**config.mk**
```make
export PLATFORM = sky130hd
export DESIGN_NAME = decoded_frame_unloader
export DESIGN_NICKNAME = d
export VERILOG_FILES = /design/src/rtl/decoded_frame_unloader_pkg.sv /design/src/rtl/decoded_frame_unloader.sv
export SDC_FILE = /design/constraint.sdc
export NUM_CORES = 1
export LEC_CHECK = 0
export ABC_AREA = 1
export BUFFER_PORTS_ARGS = -buffer_cell sky130_fd_sc_hd__buf_2
export CAP_MARGIN = 20
export CORE_MARGIN = 4
export CORE_UTILIZATION = 40
export DETAILED_ROUTE_END_ITERATION = 10
export SLEW_MARGIN = 25
export SYNTH_ARGS = -nofsm -noshare
export SYNTH_HDL_FRONTEND = slang
export SYNTH_SLANG_ARGS = --single-unit
export TNS_END_PERCENT = 30
```
**constraint.sdc**
```tcl
create_clock -name clk -period 3.5 [get_ports clk]
set_clock_uncertainty 0.2 [all_clocks]
set_input_delay 0.7 -clock clk [delete_from_list [all_inputs] [get_ports clk]]
set_output_delay 0.7 -clock clk [all_outputs]
set_load 0.01 [all_outputs]
```
**src/rtl/decoded_frame_unloader_pkg.sv**
```systemverilog
// Shared definitions for the per-frame decoder flow (loader, iteration counter, unloader).
package decoded_frame_unloader_pkg;

  localparam int unsigned STATE_W = 3;

  // One-hot progress encoding, common to the iteration counter and the unloader.
  typedef enum logic [STATE_W-1:0] {
    ST_IDLE = 3'b001,
    ST_SEND = 3'b010,
    ST_DONE = 3'b100
  } state_e;

  // True when a bit index sits on the final frame position.
  function automatic logic is_last_index(input logic [7:0] idx, input logic [7:0] last_idx);
    return idx == last_idx;
  endfunction

endpackage

```
**src/rtl/decoded_frame_unloader.sv**
```systemverilog
// Drains a decoded LDPC frame, one hard-decision bit per accepted handshake.
module decoded_frame_unloader
  import decoded_frame_unloader_pkg::*;
#(
  parameter int unsigned log2n       = 4,
  parameter int unsigned n           = 12,
  parameter int unsigned n_minus_one = 11
) (
  input  logic             clk,
  input  logic             rst,
  input  logic             start,
  input  logic [n-1:0]     dec_bits,
  input  logic             abort,
  input  logic             out_ready,
  output logic             out_valid,
  output logic             out_bit,
  output logic [log2n-1:0] out_index,
  output logic             out_last,
  output logic             done,
  output logic             overrun,
  output logic [2:0]       state
);

  localparam logic [log2n-1:0] LAST_IDX = log2n'(n_minus_one);

  state_e           state_q, state_d;
  logic [log2n-1:0] idx_q, idx_d;
  logic [n-1:0]     buf_q, buf_d;
  logic             overrun_d;
  logic             out_valid_d;
  logic             out_bit_d;
  logic [log2n-1:0] out_index_d;
  logic             out_last_d;
  logic             done_d;
  logic             at_last;

  // Exact-equality end-of-frame detect; the index never wraps.
  assign at_last = is_last_index(8'(idx_q), 8'(LAST_IDX));

  // Next-state, buffer/index update and next output values.
  always_comb begin
    state_d     = state_q;
    idx_d       = idx_q;
    buf_d       = buf_q;
    overrun_d   = overrun;
    out_valid_d = 1'b0;
    out_bit_d   = 1'b0;
    out_index_d = '0;
    out_last_d  = 1'b0;
    done_d      = 1'b0;

    unique case (state_q)
      ST_IDLE: begin
        if (start && !abort) begin
          buf_d   = dec_bits;
          idx_d   = '0;
          state_d = ST_SEND;
        end
      end
      ST_SEND: begin
        if (start) overrun_d = 1'b1;
        // Abort wins over a same-cycle handshake: that bit is not transferred.
        if (abort) begin
          idx_d   = '0;
          state_d = ST_IDLE;
        end else if (out_ready) begin
          if (at_last) state_d = ST_DONE;
          else         idx_d   = idx_q + log2n'(1);
        end
      end
      ST_DONE: begin
        if (start) overrun_d = 1'b1;
        state_d = ST_IDLE;
      end
      default: begin
        idx_d   = '0;
        state_d = ST_IDLE;
      end
    endcase

    // Outputs reflect the upcoming register state so they leave the flops directly.
    if (state_d == ST_SEND) begin
      out_valid_d = 1'b1;
      out_bit_d   = buf_d[idx_d];
      out_index_d = idx_d;
      out_last_d  = (idx_d == LAST_IDX);
    end
    done_d = (state_d == ST_DONE);
  end

  // State, frame buffer, index and registered outputs.
  always_ff @(posedge clk) begin
    if (rst) begin
      state_q   <= ST_IDLE;
      idx_q     <= '0;
      buf_q     <= '0;
      overrun   <= 1'b0;
      out_valid <= 1'b0;
      out_bit   <= 1'b0;
      out_index <= '0;
      out_last  <= 1'b0;
      done      <= 1'b0;
    end else begin
      state_q   <= state_d;
      idx_q     <= idx_d;
      buf_q     <= buf_d;
      overrun   <= overrun_d;
      out_valid <= out_valid_d;
      out_bit   <= out_bit_d;
      out_index <= out_index_d;
      out_last  <= out_last_d;
      done      <= done_d;
    end
  end

  assign state = 3'(state_q);

endmodule

```
[Yosys cells after proc, flatten, opt, wreduce, memory -nomap -nowiden]
Index checks and enable logic that the tools add are counted.
Cells by class
  add/sub/neg operators: 1
  multipliers: 0
  div/mod/pow operators: 0
  order comparisons: 1
  equality and inequality tests: 7
  shift-type cells: 0
  multiplexer cells: 15
  bitwise logic cells: 1
  reduce and logical (&&, ||, !) cells: 5
Operators with widths (number)
  $mux 12: 2
  $mux 4: 4
  $mux 3: 4
  $pmux 4 s3: 1
  $eq 4x4->1 const B: 2
  $eq 3x2->1 const B: 2
  $eq 3x3->1 const B: 2
  $pmux 3 s2: 1
  $lt 4x5->1 const B: 1
  $add 4x1->4 const B: 1
  $bmux 1 s4: 1
  $reduce_or 2->1: 2
  $eq 3x1->1 const B: 1
  $mux 1: 2
  $reduce_and 2->1: 1
  $logic_and 1x1->1: 1
  $logic_not 1->1: 1
  $not 1->1: 1
Storage, ports and cells
  register bits after elaboration: 28
  latch bits: 0
  RAM bits: 0
  memory bits (read-only): 0
  output and inout bits: 12
  logic and storage cells: 39
  memories: 0

[Longest topological paths before layout]
  depth in word-level cells: 8
  mapped depth: 12
  depth with buffers taken out: 12

[Least setup slack after synthesis]
No wires, ideal clock.
  path kind: input port to flip-flop
  from: input start
  to: register out_bit
  setup time: 0.122 ns
  arrival time: 1.628 ns
  path slack: 1.551 ns
  stages on the path: 11
  cells stage by stage: inv_1 nor2_1 nand3_1 buf_6 or2_1 o21ai_2 nand2_1 nand3_1 nand3_1 nand3_1 a21oi_2
On the way
  word-level cells in the longest chain between the ends: 6
  elaborated cells on any way between the ends: 12
  classes of those cells: eq/ne (1); mux (8); bitwise (1); reduce/logical (2)
Ends and longest elaborated chain
  from (decl): RTL line decoded_frame_unloader.sv:11  | input logic start,
  $logic_and 1x1->1 *: RTL line decoded_frame_unloader.sv:54  | if (start && !abort) begin
  branches (longest 5 deep; another with $mux 4)
  to (signal assigned): RTL line decoded_frame_unloader.sv:109  | out_bit <= out_bit_d;
  to (decl): RTL line decoded_frame_unloader.sv:16  | output logic out_bit,
Every way passes the cells marked *. The select of a mux whose other input is x is not followed.
A chain may end at the register's enable or synchronous reset.

[Final worst setup path]
  from: input abort
  to: register out_bit
On the way
  word-level cells in the longest chain between the ends: 7
  elaborated cells on any way between the ends: 15
  classes of those cells: eq/ne (1); mux (10); bitwise (1); reduce/logical (3)
Ends and longest elaborated chain
  from (decl): RTL line decoded_frame_unloader.sv:13  | input logic abort,
  branches (longest 7 deep; another with $mux 4)
Parallel ways; which one is timed is not known. The select of a mux whose other input is x is not followed.

==> Implementation_results.wiki <==
{| class="wikitable"
! Metric !! Value
|-
| Status || completed
|-
| Highest attainable clock frequency || 0.482 GHz
|-
| Final TNS setup || 0 ns
|-
| Fraction of post-synthesis cell area in the top cell type by area || 0.403
|-
| Area overhead of the layout relative to synthesis || 14.7%
|-
| Net count of the finished layout || 227
|-
| Time the worst path needs with I/O delays and setup || 2.07 ns
|-
| DR iter-0 viols || 95
|-
| Number of clock buffers inserted by TritonCTS || 3
|-
| Router iterations before antenna repair || 4
|-
| Routed wirelength normalized by instance count || 11.0 um
|-
| Transition time of the tightest slew-check pin || 0.383 ns
|-
| Setup repair bufs after CTS || 0
|-
| Crit path required time || around 3.5 ns
|-
| Global-route wire length before repair || 4770 um
|-
| Area of the core || 3340 sq um
|-
| Overall die width || 67.0 um
|-
| Via-to-Cell Ratio || ~4.7
|-
| CTS clk-pin slew, worst paths || 0.15 ns
|-
| Number of cells traversed by the worst hold path || 2
|-
| Post-route clock period utilization || 0.593
|-
| Number of hold buffers added after cts || 0
|-
| Fraction of layout cells with a size suffix above 1 || 0.303
|-
| Peak VDD IR || 0.201 mV
|-
| Number of sinks handled by clock tree synthesis || 28
|-
| Area enclosed by the die boundary || 4490 sq um
|-
| RD Place Congestion || 0.830
|-
| Number of buffers added on ports || 28
|-
| Final Hold Fails || 0
|-
| Library cells used by synthesis || 33
|-
| Cell leakage power || 0.818 nW
|-
| Detailed-placement wirelength estimate || 2180 um
|-
| Antenna cells || 0
|-
| Hold WC Path Type || flop to flop
|-
| Unrepaired setup endpoints after global routing || no
|-
| Power per unit of standard cell area || 359 nW/um^2
|-
| Most common cell after layout, fill and taps aside || sky130_fd_sc_hd__nand2_1
|-
| Insertion delay to the later sink of the worst-skew pair || 0.33 ns
|-
| Pins over their slew limit || 0
|-
| Number of placement rows || 21
|-
| Number of endpoints failing setup at the final stage || 0
|-
| CTS Root Buffer Type || sky130_fd_sc_hd__clkbuf_4
|-
| Post-Synthesis Net Count || 198
|-
| Type of origin of the critical path || primary input
|-
| Setup Crit Path Kind || primary input to flop
|-
| Remaining Overflow, GRT || 0
|-
| Overall power of the completed layout || roughly 0.00057 W
|-
| Fraction of the yosys area taken by sequential cells || 0.403
|-
| Via count of the routed design || 1184
|-
| Starting utilization of the core area || 0.417
|-
| Clock tree from TritonCTS || done
|-
| Post-synthesis async set-or-reset flop share || 0
|-
| Top cells by area, synth || sky130_fd_sc_hd__dfxtp_1, sky130_fd_sc_hd__nand2_1, sky130_fd_sc_hd__nor2_1, sky130_fd_sc_hd__nand3_1, sky130_fd_sc_hd__inv_1
|-
| Die span in y || 67.0 um
|-
| Placed cell areas || 1560 sq um
|-
| Register bit total from synthesis || 28
|-
| Data arrival time at the worst-slack endpoint || between 2 and 2.5 ns
|-
| Synth Warn # || 0
|-
| ANT nets after route || 0
|-
| Library cell occupying the most area in the post-synthesis netlist || sky130_fd_sc_hd__dfxtp_1
|-
| Via count of the first global-routing pass || 1090
|-
| DRT Wirelength || 2790 um
|-
| Critical Path Sink Type || flop
|-
| Area of all placed cells without fillers || 1600 sq um
|-
| Tightest slew margin relative to the limit || 0.745
|-
| Number of cells on the worst reg-to-reg path || 11
|-
| Most used flip-flop cell after synthesis || sky130_fd_sc_hd__dfxtp_1
|-
| Average cell area after synthesis || between 7 and 8 sq um
|-
| Max FO, Critical Path || 11
|-
| Cells after Synth || 180
|-
| Post-synth EDFFs || 0
|-
| Detailed-route DRC error count || 0
|-
| Number of primary I/O pins || 29
|-
| Max H-tree Level || 1
|-
| Initial antenna violation count || 0
|-
| Highest-count cells in the layout ignoring fill and taps || sky130_fd_sc_hd__nand2_1, sky130_fd_sc_hd__dfxtp_1, sky130_fd_sc_hd__buf_2
|-
| Pin count of the biggest net entering global routing || 21
|-
| Total track usage || 0.141
|-
| Max clock buf depth || 2
|-
| Worst Hold Margin || approximately 0.29 ns
|-
| Total standard cell area after synthesis || 1390 sq um
|-
| Count of instances resized after the clock tree is built || 0
|-
| Max Cap Violations || 0
|}
[cell type report]
type	count	area [sq um]
flip-flops and latches	28	561
fillers	360	1740
repair buffers	28	140
inverters	26	97.6
well taps	46	57.6
multi-input cells	122	703
clock buffers	4	36.3
[cell usage after synthesis (2+ instances only)]
master and instances:
sky130_fd_sc_hd__o21ai_0 5, sky130_fd_sc_hd__inv_2 5, sky130_fd_sc_hd__nand3_1 17, sky130_fd_sc_hd__nand2_4 2, sky130_fd_sc_hd__dfxtp_1 28, sky130_fd_sc_hd__or2_0 3
sky130_fd_sc_hd__nand2_2 5, sky130_fd_sc_hd__buf_6 2, sky130_fd_sc_hd__nand2_1 35, sky130_fd_sc_hd__nand3_2 2, sky130_fd_sc_hd__inv_1 21, sky130_fd_sc_hd__o21ai_2 7
sky130_fd_sc_hd__nor4_1 2, sky130_fd_sc_hd__nor2_1 24, sky130_fd_sc_hd__o21ai_1 3, sky130_fd_sc_hd__nor2_4 2
[metal layers]
metal  global-route usage  up-vias  routed length, um
met2                0.224       20               1320
met4               0.0532        0                 54
met5                    0        -                  0
met1                0.187      531               1310
li1                     -      626                  -
met3               0.0270        7                107
[worst max-delay path, cell delays in order]
cell	delay, ns
sky130_fd_sc_hd__buf_2	0.14
sky130_fd_sc_hd__nor2_1	0.15
sky130_fd_sc_hd__nand3_1	0.30
sky130_fd_sc_hd__or2_2	0.38
sky130_fd_sc_hd__o21ai_1	0.11
sky130_fd_sc_hd__nand2_1	0.07
sky130_fd_sc_hd__nand3_1	0.08
sky130_fd_sc_hd__nand2_1	0.05
sky130_fd_sc_hd__nand2_1	0.07
sky130_fd_sc_hd__a21oi_2	0.05
[stage by stage]
| stage | std cells | setup WS (ns) | util |
|---|---|---|---|
| after floorplan | 180 | 1.55 | - |
| after global placement | 250 | 1.11 | 0.467 |
| after detailed placement | 250 | 1.09 | 0.467 |
| after CTS | 254 | 1.44 | 0.478 |
| after global routing | 254 | 1.26 | 0.478 |
| final | 254 | 1.43 | 0.478 |
[cell families after synthesis]
family	Yosys count	synth area share
AND/OR/NAND/NOR	103	0.402
buffers and inverters	30	0.0917
flip-flops	28	0.403
AO/OA/AOI/OAI	18	0.0944
adder cells (fa/ha/maj)	1	0.00899
[where the power goes]
group,internal [W],switching [W],leakage (nW)
sequential,0.000331,0.00000551,0.228
clock,0.0000637,0.0000950,0.0210
combinational,0.0000300,0.0000478,0.569
total,0.000424,0.000148,0.818
[final timing paths]
path / endpoint / from / slack, ns
worst max-delay path: out_bit / abort / 1.43
worst min-delay path: overrun / overrun / 0.29
worst max register to register: out_bit / idx_q[0] / 1.49
worst min register to register: overrun / overrun / 0.29
[sequential cells by signal, indices dropped and copies added, names as in the netlist]
register   flops
done           1
out_last       1
buf_q         12
out_valid      1
idx_q          4
out_bit        1
state          3
overrun        1
out_index      4
(Power assumes the default switching activity.)
